## config.mk

```make
export PLATFORM = sky130hd
export DESIGN_NAME = multicycle_adder_flat
export DESIGN_NICKNAME = d
export VERILOG_FILES = /design/src/rtl/multicycle_adder_pkg.sv /design/src/rtl/multicycle_adder_if.sv /design/src/rtl/multicycle_adder_full_adder_cell.sv /design/src/rtl/multicycle_adder.sv /design/src/flat_wrapper.sv
export SDC_FILE = /design/constraint.sdc
export NUM_CORES = 1
export LEC_CHECK = 0
export CAP_MARGIN = 20
export CORE_MARGIN = 4
export CORE_UTILIZATION = 40
export CTS_CLUSTER_SIZE = 16
export DETAILED_ROUTE_END_ITERATION = 10
export SLEW_MARGIN = 5
export SYNTH_ARGS = -nofsm -noshare
export SYNTH_HDL_FRONTEND = slang
export SYNTH_SLANG_ARGS = --single-unit
```

## constraint.sdc

```tcl
create_clock -name clk -period 1.8 [get_ports clk]
set_input_delay 0.27 -clock clk [delete_from_list [all_inputs] [get_ports clk]]
set_output_delay 0.27 -clock clk [all_outputs]
set_load 0.01 [all_outputs]
```

## src/rtl/multicycle_adder_pkg.sv

```systemverilog
// Shared types and helpers for the multi-cycle ripple adder.
// The state encoding and counter sizing are used by the top and the bench.
package adder_pkg;

  typedef enum logic [1:0] {
    IDLE = 2'd0,
    RUN  = 2'd1,
    DONE = 2'd2
  } state_t;

  // Digit counter width: clog2(n), but never narrower than one bit.
  function automatic int cnt_width(input int n);
    return (n > 1) ? $clog2(n) : 1;
  endfunction

endpackage

```

## src/rtl/multicycle_adder_if.sv

```systemverilog
// Request/result bundle between an arithmetic client and the multi-cycle adder.
// The client drives start/operands; the adder returns status and the result.
interface multicycle_adder_if #(
  parameter int WIDTH = 8
);
  logic             start;
  logic [WIDTH-1:0] a;
  logic [WIDTH-1:0] b;
  logic             cin;
  logic             busy;
  logic             done;
  logic [WIDTH-1:0] sum;
  logic             cout;
  logic             ovf;

  modport master (
    output start, a, b, cin,
    input  busy, done, sum, cout, ovf
  );

  modport slave (
    input  start, a, b, cin,
    output busy, done, sum, cout, ovf
  );
endinterface

```

## src/rtl/multicycle_adder_full_adder_cell.sv

```systemverilog
// One-bit combinational full adder; chained DIGIT-wide inside the adder.
module full_adder_cell (
  input  logic a,
  input  logic b,
  input  logic c,
  output logic sum,
  output logic carry
);
  logic w_half;

  assign w_half = a ^ b;
  assign sum    = w_half ^ c;
  assign carry  = (a & b) | (c & w_half);
endmodule

```

## src/rtl/multicycle_adder.sv

```systemverilog
// Multi-cycle ripple adder: DIGIT bits per clock through a full-adder chain,
// with a registered carry between digits and a one-cycle done pulse.
module multicycle_adder
  import adder_pkg::*;
#(
  parameter int WIDTH = 8,
  parameter int DIGIT = 1
) (
  input  logic              clk,
  input  logic              rst_n,
  multicycle_adder_if.slave bus
);
  localparam int N  = WIDTH / DIGIT;
  localparam int CW = cnt_width(N);

  if (WIDTH < 2 || DIGIT < 1 || (WIDTH % DIGIT) != 0) begin : g_param_check
    $error("multicycle_adder: WIDTH must be >= 2 and a multiple of DIGIT");
  end

  state_t           r_state;
  state_t           w_state_next;
  logic [WIDTH-1:0] r_a;
  logic [WIDTH-1:0] r_b;
  logic [WIDTH-1:0] r_acc;
  logic [WIDTH-1:0] r_sum;
  logic             r_carry;
  logic             r_cout;
  logic             r_ovf;
  logic [CW-1:0]    r_cnt;

  logic [DIGIT:0]   w_c;
  logic [DIGIT-1:0] w_dsum;
  logic [WIDTH-1:0] w_acc_next;
  logic             w_last;
  logic             w_accept;

  assign w_c[0] = r_carry;

  for (genvar gi = 0; gi < DIGIT; gi++) begin : g_cell
    full_adder_cell u_cell (
      .a     (r_a[gi]),
      .b     (r_b[gi]),
      .c     (w_c[gi]),
      .sum   (w_dsum[gi]),
      .carry (w_c[gi+1])
    );
  end

  // Digits enter at the MSB end so the LSB digit lands in place after N shifts.
  assign w_acc_next = (r_acc >> DIGIT) | (WIDTH'(w_dsum) << (WIDTH - DIGIT));
  assign w_last     = (r_cnt == CW'(N - 1));

  always_ff @(posedge clk or negedge rst_n) begin
    if (!rst_n) begin
      r_state <= IDLE;
    end else begin
      r_state <= w_state_next;
    end
  end

  always_comb begin
    w_state_next = r_state;
    w_accept     = 1'b0;
    bus.busy     = 1'b0;
    bus.done     = 1'b0;
    case (r_state)
      IDLE: begin
        if (bus.start) begin
          w_accept     = 1'b1;
          w_state_next = RUN;
        end
      end
      RUN: begin
        bus.busy = 1'b1;
        if (w_last) begin
          w_state_next = DONE;
        end
      end
      DONE: begin
        bus.done = 1'b1;
        if (bus.start) begin
          w_accept     = 1'b1;
          w_state_next = RUN;
        end else begin
          w_state_next = IDLE;
        end
      end
      default: w_state_next = IDLE;
    endcase
  end

  always_ff @(posedge clk or negedge rst_n) begin
    if (!rst_n) begin
      r_a     <= '0;
      r_b     <= '0;
      r_acc   <= '0;
      r_carry <= 1'b0;
      r_cnt   <= '0;
      r_sum   <= '0;
      r_cout  <= 1'b0;
      r_ovf   <= 1'b0;
    end else if (w_accept) begin
      r_a     <= bus.a;
      r_b     <= bus.b;
      r_carry <= bus.cin;
      r_acc   <= '0;
      r_cnt   <= '0;
    end else if (r_state == RUN) begin
      r_a     <= r_a >> DIGIT;
      r_b     <= r_b >> DIGIT;
      r_carry <= w_c[DIGIT];
      r_acc   <= w_acc_next;
      r_cnt   <= r_cnt + CW'(1);
      // Results are published only once, on the final digit.
      if (w_last) begin
        r_sum  <= w_acc_next;
        r_cout <= w_c[DIGIT];
        r_ovf  <= w_c[DIGIT] ^ w_c[DIGIT-1];
      end
    end
  end

  assign bus.sum  = r_sum;
  assign bus.cout = r_cout;
  assign bus.ovf  = r_ovf;
endmodule
```

## src/flat_wrapper.sv

```systemverilog
// flat-port wrapper written by rule: the top's interface ports become plain ports
module multicycle_adder_flat import adder_pkg::*;
#(
  parameter int WIDTH = 8,
  parameter int DIGIT = 1
)
  (clk, rst_n, bus_start, bus_a, bus_b, bus_cin, bus_busy, bus_done, bus_sum, bus_cout, bus_ovf);
  multicycle_adder_if #(.WIDTH(WIDTH)) bus_i ();
  input  logic clk;
  input  logic rst_n;
  input wire logic [$bits(bus_i.start)-1:0] bus_start;
  input wire logic [$bits(bus_i.a)-1:0] bus_a;
  input wire logic [$bits(bus_i.b)-1:0] bus_b;
  input wire logic [$bits(bus_i.cin)-1:0] bus_cin;
  output wire logic [$bits(bus_i.busy)-1:0] bus_busy;
  output wire logic [$bits(bus_i.done)-1:0] bus_done;
  output wire logic [$bits(bus_i.sum)-1:0] bus_sum;
  output wire logic [$bits(bus_i.cout)-1:0] bus_cout;
  output wire logic [$bits(bus_i.ovf)-1:0] bus_ovf;
  assign bus_i.start = bus_start;
  assign bus_i.a = bus_a;
  assign bus_i.b = bus_b;
  assign bus_i.cin = bus_cin;
  assign bus_busy = bus_i.busy;
  assign bus_done = bus_i.done;
  assign bus_sum = bus_i.sum;
  assign bus_cout = bus_i.cout;
  assign bus_ovf = bus_i.ovf;
  multicycle_adder #(.WIDTH(WIDTH), .DIGIT(DIGIT)) u_core (.clk(clk), .rst_n(rst_n), .bus(bus_i));
endmodule
```

; After elaboration in Yosys (flattened, before gate mapping)
; Cells that the tools add are included.
[totals]
reg_bits = 40
in_bits = 20
word_cells = 46
out_inout_bits = 12
[classes]
mux = 18
n_addsub = 1
eq_ne = 5
bitwise_logic = 8
reduce_logical = 5
[ops]
columns = op, count
row1 = two-way mux 8 bit, 6
row2 = bitwise OR 7 x 8 -> 8 bit, 1
row3 = two-way mux 1 bit, 7
row4 = two-way mux 3 bit, 2
row5 = case mux 2 bit (3 select lines), 1
row6 = two-way mux 2 bit, 2
row7 = adder 3 x 1 -> 3 bit (second input constant), 1
row8 = == test 3 bit (second input constant), 1
row9 = AND reduction 3 bit, 1
row10 = XOR 1 bit, 3
row11 = AND 1 bit, 2
row12 = == test 2 x 1 -> 1 bit (second input constant), 1
row13 = == test 2 bit (second input constant), 1
row14 = zero test 2 bit, 1
row15 = != test 2 x 1 -> 1 bit (second input constant), 1
row16 = != test 2 bit (second input constant), 1
row17 = AND reduction 2 bit, 1
row18 = nonzero test 2 bit, 1
row19 = OR reduction 2 bit, 1
row20 = inverter 1 bit, 1
row21 = bitwise OR 1 bit, 1

; Longest topological paths before layout
; Gate-level depths: netlist of run 1.
[logic_depth]
word_depth = 5
depth_mapped = 6
ltp_nobuf = 5

; Hierarchy
; A second synthesis of run 1 with hierarchy kept.
[hier_totals]
cells_unflattened = 150
area_unflattened_um2 = 1813.0
[modules_own_cells]
columns = mod, cells_each, area_each_um2, seq_area_each_um2, instances
row1 = multicycle_adder, 149, 1793.0, 975.9, 1
row2 = full_adder_cell, 1, 20.0, 0.0, 1

; Least setup slack after synthesis of run 1
; No wires, ideal clock.
[synth_timing]
kind = register to register
from = reg u_core.r_cnt[0]
to = reg u_core.r_cout (netlist: u_core.bus.cout)
synth_period_minus_slack_ns = 1.449
t_arrival_ns = 1.324
setup_ns = 0.125
setup_slack_ns = 0.351
n_path_buf = 1
path_stages_with_launch = 6
required_ns = 1.675
path_cell_list = dfrtp_1 > ha_1 > ha_1 > nand3b_4 > buf_6 > mux2_4
[synth_between]
elab_chain_cells = 2
[synth_rtl]
columns = item, line_no
row1 = "start, declared", multicycle_adder.sv:29  ; logic [CW-1:0] r_cnt;
row2 = "start signal, assigned", multicycle_adder.sv:113  ; r_cnt <= r_cnt + CW'(1);
row3 = == test 3 bit, multicycle_adder.sv:51  ; assign w_last = (r_cnt == CW'(N - 1));
row4 = AND reduction 3 bit (no source line), --
row5 = "end signal, assigned", multicycle_adder.sv:117  ; r_cout <= w_c[DIGIT];
row6 = "end, declared", multicycle_adder.sv:27  ; logic r_cout;
; No other way between the ends.
; A chain may end at the register's enable or synchronous reset.

; Worst setup path after layout of run 1
[layout_timing]
from = reg u_core.r_state[1]
to = out bus_done
[layout_between]
elab_chain_cells = 2
[layout_rtl]
columns = item, line_no
row1 = "start, declared", multicycle_adder.sv:20  ; state_t r_state;
row2 = "start signal, assigned", multicycle_adder.sv:57  ; r_state <= w_state_next;
row3 = == test 2 bit, multicycle_adder.sv:66  ; case (r_state)
row4 = two-way mux 1 bit, multicycle_adder.sv:66
row5 = "end, declared", flat_wrapper.sv:16  ; output wire logic [$bits(bus_i.done)-1:0] bus_done;
; No other way between the ends.

==> reports/metrics.yaml, run 1 <==
status: "complete, no violations"
die_area_um2: 5730
via_count: 1242
die_h_um: 75.7
grt.overflow.total: 0
critPathTopFamily: "buffers and inverters"
top_level_ports: 32
groute.usage.overall_pct: 14.8
hp-class: "input port to async pin"
drv_slew: 0
initial_core_util_pct: 41.8
slowest_delay_ns: 0.56
finalHoldViolCount: 0
post-route-period-util_pct: 96.3
final.setup.tns_ns: 0
swShare_pct: 33.7
slowest_stage: "clkdlybuf4s50_1"
period_needed_ns: 1.73
cts_sinks: 39
numCtsBuffers: 5
core_area_um2: 4380
crit_path_start_kind: "flop"
syn_to_final_growth_pct: 24.9
avgViaCountPerCell: 5.26
fp.dieW_um: 75.7
dp_hpwl_um: 2730
skew_ns: 0.00900
syn_inst: 147
cts_tree: "yes"
clk_pin_slew_worst_paths_ns: 0.08
drt-total-wl_um: 3720
switching_power_w: 0.00127
path_cells: "nor2b_1 -> clkdlybuf4s50_1"
ys_types: 25
async_flop_share_pct: 100
crit_path_end_kind: "output port"
crit_arrival_ns: 1.46
max_freq_ghz: 0.577
ys.flop_type: "dfrtp_1"
setup_viol: 0
layout_commonest_cell: "dfrtp_1"
grt_setup_unrepaired: "no"
total_power_w: 0.00376
antenna_found_initial: 0
pwr-share-comb_pct: 40.9
yosys_warnings: 0
fp-row-count: 24
cap_violations: 0
worst-path-max-fanout: 5
intPower_w: 0.00249
n_antenna_cell: 0
startpoint: "u_core.r_state[1]$_DFFE_PN0P_"
layout.nets: 206
rr_startpoint: "u_core.r_cnt[0]$_DFFE_PN0P_"
drt_first_pass_iters: 4
clockRootBuffer: "clkbuf_8"
clkPwrFrac_pct: 17.3
grt_max_degree: 40
first_global_vias: 1296
syn_area_um2: 1830
slew_headroom_pct: 67.6
seq_area_frac_synth_pct: 53.3
ir_drop_v: 0.000751
portBuffers: 31
h-tree-depth: 2
post_dp_cell_area_um2: 2190
final_cell_mix: "dfrtp_1 (39), clkdlybuf4s50_1 (29), a21oi_1 (15)"
wl_per_cell_um: 15.7
p_leak_nw: 1.02
powerDensity_nw_per_um2: 1640
routabilityCongestion: 0.742
ys_seq_elements: 39
drt-initial-drc-count: 58
grt_pass1_wl_um: 6260
tightest_slew_ns: 0.486
synth_edf_count: 0
worstSetupPathType: "flop to output port"
antenna_left: 0
final_layout_size_suffix_gt1_share_pct: 17.9
clockBufferDepth: 2
fin_area_um2: 2290
syn_area_per_cell_um2: 12.5
insertion_delay_ns: 0.29
crit_buf_inv: 1
p_seq_share_pct: 41.8
drc: 0
syn-num-nets: 170
required_ns: 1.53
==> kinds of logic after synthesis <==
logic type | Yosys count | synth area share, %
AOI/OAI and AO/OA | 45 | 16.1
DFF | 39 | 53.3
muxes | 23 | 14.8
buffers and inverters | 18 | 5.81
and+or+nand+nor | 17 | 6.56
adders and majority gates | 3 | 2.46
xor gates and xnor gates | 2 | 0.956
==> cell type report <==
cell class	instances	area, µm²
clock buffers	7	96.3
clock inverters	1	7.51
fillers	382	2100
inverters	8	30.0
multi-input cells	90	749
flip-flops and latches	39	976
well taps	52	65.1
repair buffers	39	364
==> metrics by stage <==
step	hold WS [ns]	utilization (%)	std cells	worst slack, ns
3_5_place_dp	0.355	49.9	228	0.131
4_1_cts	0.0382	52.2	236	0.0526
2_1_floorplan	-0.0256	-	147	0.351
6_report	0.0211	52.2	236	0.0671
3_3_place_gp	0.349	49.9	228	0.194
5_1_grt	0.0647	52.2	236	0.0244
==> synthesized netlist by cell type (2+ instances only) <==
cell	instances	area, µm²
nand3_1	2	10.0
xnor2_1	2	17.5
mux2i_1	11	110
mux2_4	7	105
a21oi_1	15	75.1
buf_4	3	22.5
inv_1	7	26.3
buf_6	3	33.8
a22o_1	10	87.6
nor2b_1	10	62.6
mux2_2	5	56.3
o22ai_1	6	37.5
o21ai_0	4	20.0
a211oi_1	9	67.6
dfrtp_1	39	976
buf_2	4	20.0
ha_1	2	25.0
==> repair_timing <==
action	in CTS	in global routing
buffers inserted	0	0
hold buffers	0	0
setup endpoints to repair	1	0
gates resized for setup	1	0
==> flip-flops by register name, summed over array words and instances (netlist names) <==
name and count:
u_core.bus.sum 8, u_core.r_a 8, u_core.r_b 8, u_core.r_acc 7, u_core.r_cnt 3, u_core.r_state 2
u_core.bus.cout 1, u_core.bus.ovf 1, u_core.r_carry 1
==> metal layers <==
metal	GRT usage (%)	wire length, µm	vias up
met1	18.6	1640	605
met5	0	0	-
li1	-	-	599
met4	6.41	87	0
met2	24.2	1830	27
met3	3.69	161	11
==> power groups by stage <==
stage	Sequential [W]	Combinational (W)	Clock, W
after global routing	0.00163	0.00170	0.000703
after CTS	0.00158	0.00156	0.000663
after global placement	0.00156	0.00150	0
after detailed placement	0.00159	0.00156	0
final	0.00157	0.00154	0.000650
after floorplan	0.00155	0.00104	0
==> worst paths after layout <==
kind / end / cells after the start / slack [ns]
max: bus_done / 2 / 0.07
max in group asynchronous: u_core.r_a[3]$_DFFE_PN0P_ / 2 / 1.43
max reg2reg: u_core.bus.sum[1]$_DFFE_PN0P_ / 4 / 0.23
min: u_core.r_cnt[1]$_DFFE_PN0P_ / 2 / 0.02
min in group clk: u_core.bus.sum[0]$_DFFE_PN0P_ / 1 / 0.51
min reg2reg: u_core.bus.sum[0]$_DFFE_PN0P_ / 1 / 0.51
Note: power is estimated with default switching activity, not from simulation.
==> inputs of run 2 (changes only) <==
Settings changed: CAP_MARGIN 20 to default.
==> results of run 2 <==
The final DEF is identical to that of run 1; final timing and power are the same.
==> inputs of run 3 (changes only) <==
Settings changed: CORE_UTILIZATION 40 to 52, PLACE_DENSITY from default to 0.79.
Clock period 1.8 ns to 1.76 ns, I/O delays scaled along.
==> run 3 against run 2 <==
- register-to-register slack got worse by 0.04 ns
- sequential share of layout area increased by 0.74 points
- wire length increased by 0.40%
- die area decreased by 21%
- combinational power increased by 5%
- non-clock buffer count increased by 3
- largest cell class unchanged
==> reports/metrics.yaml, run 3 (synthesized netlist as in run 1, its figures left out) <==
slowest_stage: "dfrtp_1"
via_count: 1293
grt_setup_unrepaired: "no"
die_h_um: 67.4
hold_ws_ns: 0.475
ir_drop_v: 0.000698
insertion_delay_ns: 0.35
tightest_slew_ns: 0.491
fin_area_um2: 2250
fp.dieW_um: 67.4
routabilityCongestion: 0.753
pre_cts_ws_ns: 0.0602
layout.nets: 209
drt-initial-drc-count: 64
fp-row-count: 21
crit_arrival_ns: 1.81
final_layout_size_suffix_gt1_share_pct: 18.2
top_level_ports: 32
drt-total-wl_um: 3730
drt_first_pass_iters: 4
clk_pin_slew_worst_paths_ns: 0.11
cts_sinks: 39
max_freq_ghz: 0.638
slew_headroom_pct: 67.3
final.setup.tns_ns: 0
crit_path_end_kind: "flop"
avgViaCountPerCell: 5.55
hp-class: "input port to async pin"
final_cell_mix: "dfrtp_1 (38), clkdlybuf4s50_1 (28), a21oi_1 (15)"
crit_path_start_kind: "flop"
worstSetupPathType: "flop to flop"
path_cells: "ha_1 -> ha_1 -> nand3b_4 -> mux2_2"
worst_slack_ns: 0.192
slowest_delay_ns: 0.43
first_global_vias: 1368
post-route-util_pct: 67.0
groute.usage.overall_pct: 19.4
dp_hpwl_um: 2710
post_dp_cell_area_um2: 2190
post-route-period-util_pct: 89.1
crit_buf_inv: 0
clockBufferDepth: 2
antenna_found_initial: 0
syn_to_final_growth_pct: 23.0
core_area_um2: 3360
initial_core_util_pct: 54.5
portBuffers: 31
grt_pass1_wl_um: 6470
wl_per_cell_um: 16.0
cts_tree: "yes"
clockRootBuffer: "clkbuf_4"
die_area_um2: 4540
p_leak_nw: 1.02
h-tree-depth: 2
numCtsBuffers: 5
drv_slew: 0
cap_violations: 0
period_needed_ns: 1.57
layout_commonest_cell: "dfrtp_1"
worst-path-max-fanout: 12
path_common_cell: "ha_1"
required_ns: 2.01
n_fill_cell: 286
finalHoldViolCount: 0
drc: 0
n_antenna_cell: 0
antenna_left: 0
status: "complete, no violations"
setup_viol: 0
powerDensity_nw_per_um2: 1620
critPathTopFamily: "adder cells"
skew_ns: 0.00783
grt.overflow.total: 0
grt_max_degree: 40
run 3: cell count changes in the layout (fill, tap and decap cells not counted), sizes merged:
cell           before  now
dlygate4sd3         0    1
dlygate4sd2         1    2
clkinv              0    1
clkdlybuf4s50      29   28
clkinvlp            1    0
buf                 9   11
run 3: metrics by stage:
stage / std cells / total power [W]
6_report: 233 / 0.00366
5_1_grt: 233 / 0.00394
4_1_cts: 233 / 0.00369
3_5_place_dp: 223 / 0.00324
3_3_place_gp: 223 / 0.00312
2_1_floorplan: 147 / 0.00265
run 3: final timing paths:
| kind | from | to | slack, ns | depth (start not counted) |
|---|---|---|---|---|
| max | u_core.r_cnt[0]$_DFFE_PN0P_ | u_core.bus.sum[2]$_DFFE_PN0P_ | 0.19 | 4 |
| min in group clk | bus_b[5] | u_core.r_b[5]$_DFFE_PN0P_ | 0.50 | 3 |
| min reg2reg | u_core.bus.ovf$_DFFE_PN0P_ | u_core.bus.ovf$_DFFE_PN0P_ | 0.50 | 2 |
| min | rst_n | u_core.bus.sum[0]$_DFFE_PN0P_ | 0.48 | 3 |
| max reg2reg | u_core.r_cnt[0]$_DFFE_PN0P_ | u_core.bus.sum[2]$_DFFE_PN0P_ | 0.19 | 4 |
| max in group asynchronous | rst_n | u_core.r_state[1]$_DFFE_PN0P_ | 0.92 | 3 |
run 3: per-layer routing:
metal / up-vias / GRT usage [%] / part of all wire (%)
met5: - / 0 / 0
met4: 0 / 9.37 / 2.5
met3: 11 / 4.33 / 4.0
met2: 39 / 31.8 / 50
met1: 634 / 24.4 / 44
li1: 609 / - / -
run 3: timing repair:
| item | 4_1_cts | 5_1_grt |
|---|---|---|
| gates resized for setup | 3 | 0 |
| hold endpoints to repair | 39 | 0 |
| buffers inserted | 1 | 0 |
| hold buffers | 1 | 0 |
| endpoints found under the setup margin | 2 | 0 |
run 3: cell type report:
type	instances	area, µm²	share of cell area, %
tap	46	57.6	2.56
inverter	8	30.0	1.33
sequential	39	977	43.4
clock inverter	1	5.00	0.222
clock buffer	7	45.0	2.00
multi-input combinational	90	749	33.3
timing repair buffer	42	388	17.2
run 3: report_power, final:
| part | switching (W) | internal (W) | total [W] | leakage, nW |
|---|---|---|---|---|
| clock network | 0.000286 | 0.000156 | 0.000442 | 0.0293 |
| registers | 0.000307 | 0.00130 | 0.00161 | 0.476 |
| logic | 0.000694 | 0.000911 | 0.00161 | 0.515 |
run 3: worst register-to-register path, delay by kind of cell, from the launching register on:
kind | cells | cell delay (ns)
simple gates | 1 | 0.22
mux | 1 | 0.37
flops | 1 | 0.43
fa+ha+maj | 2 | 0.44
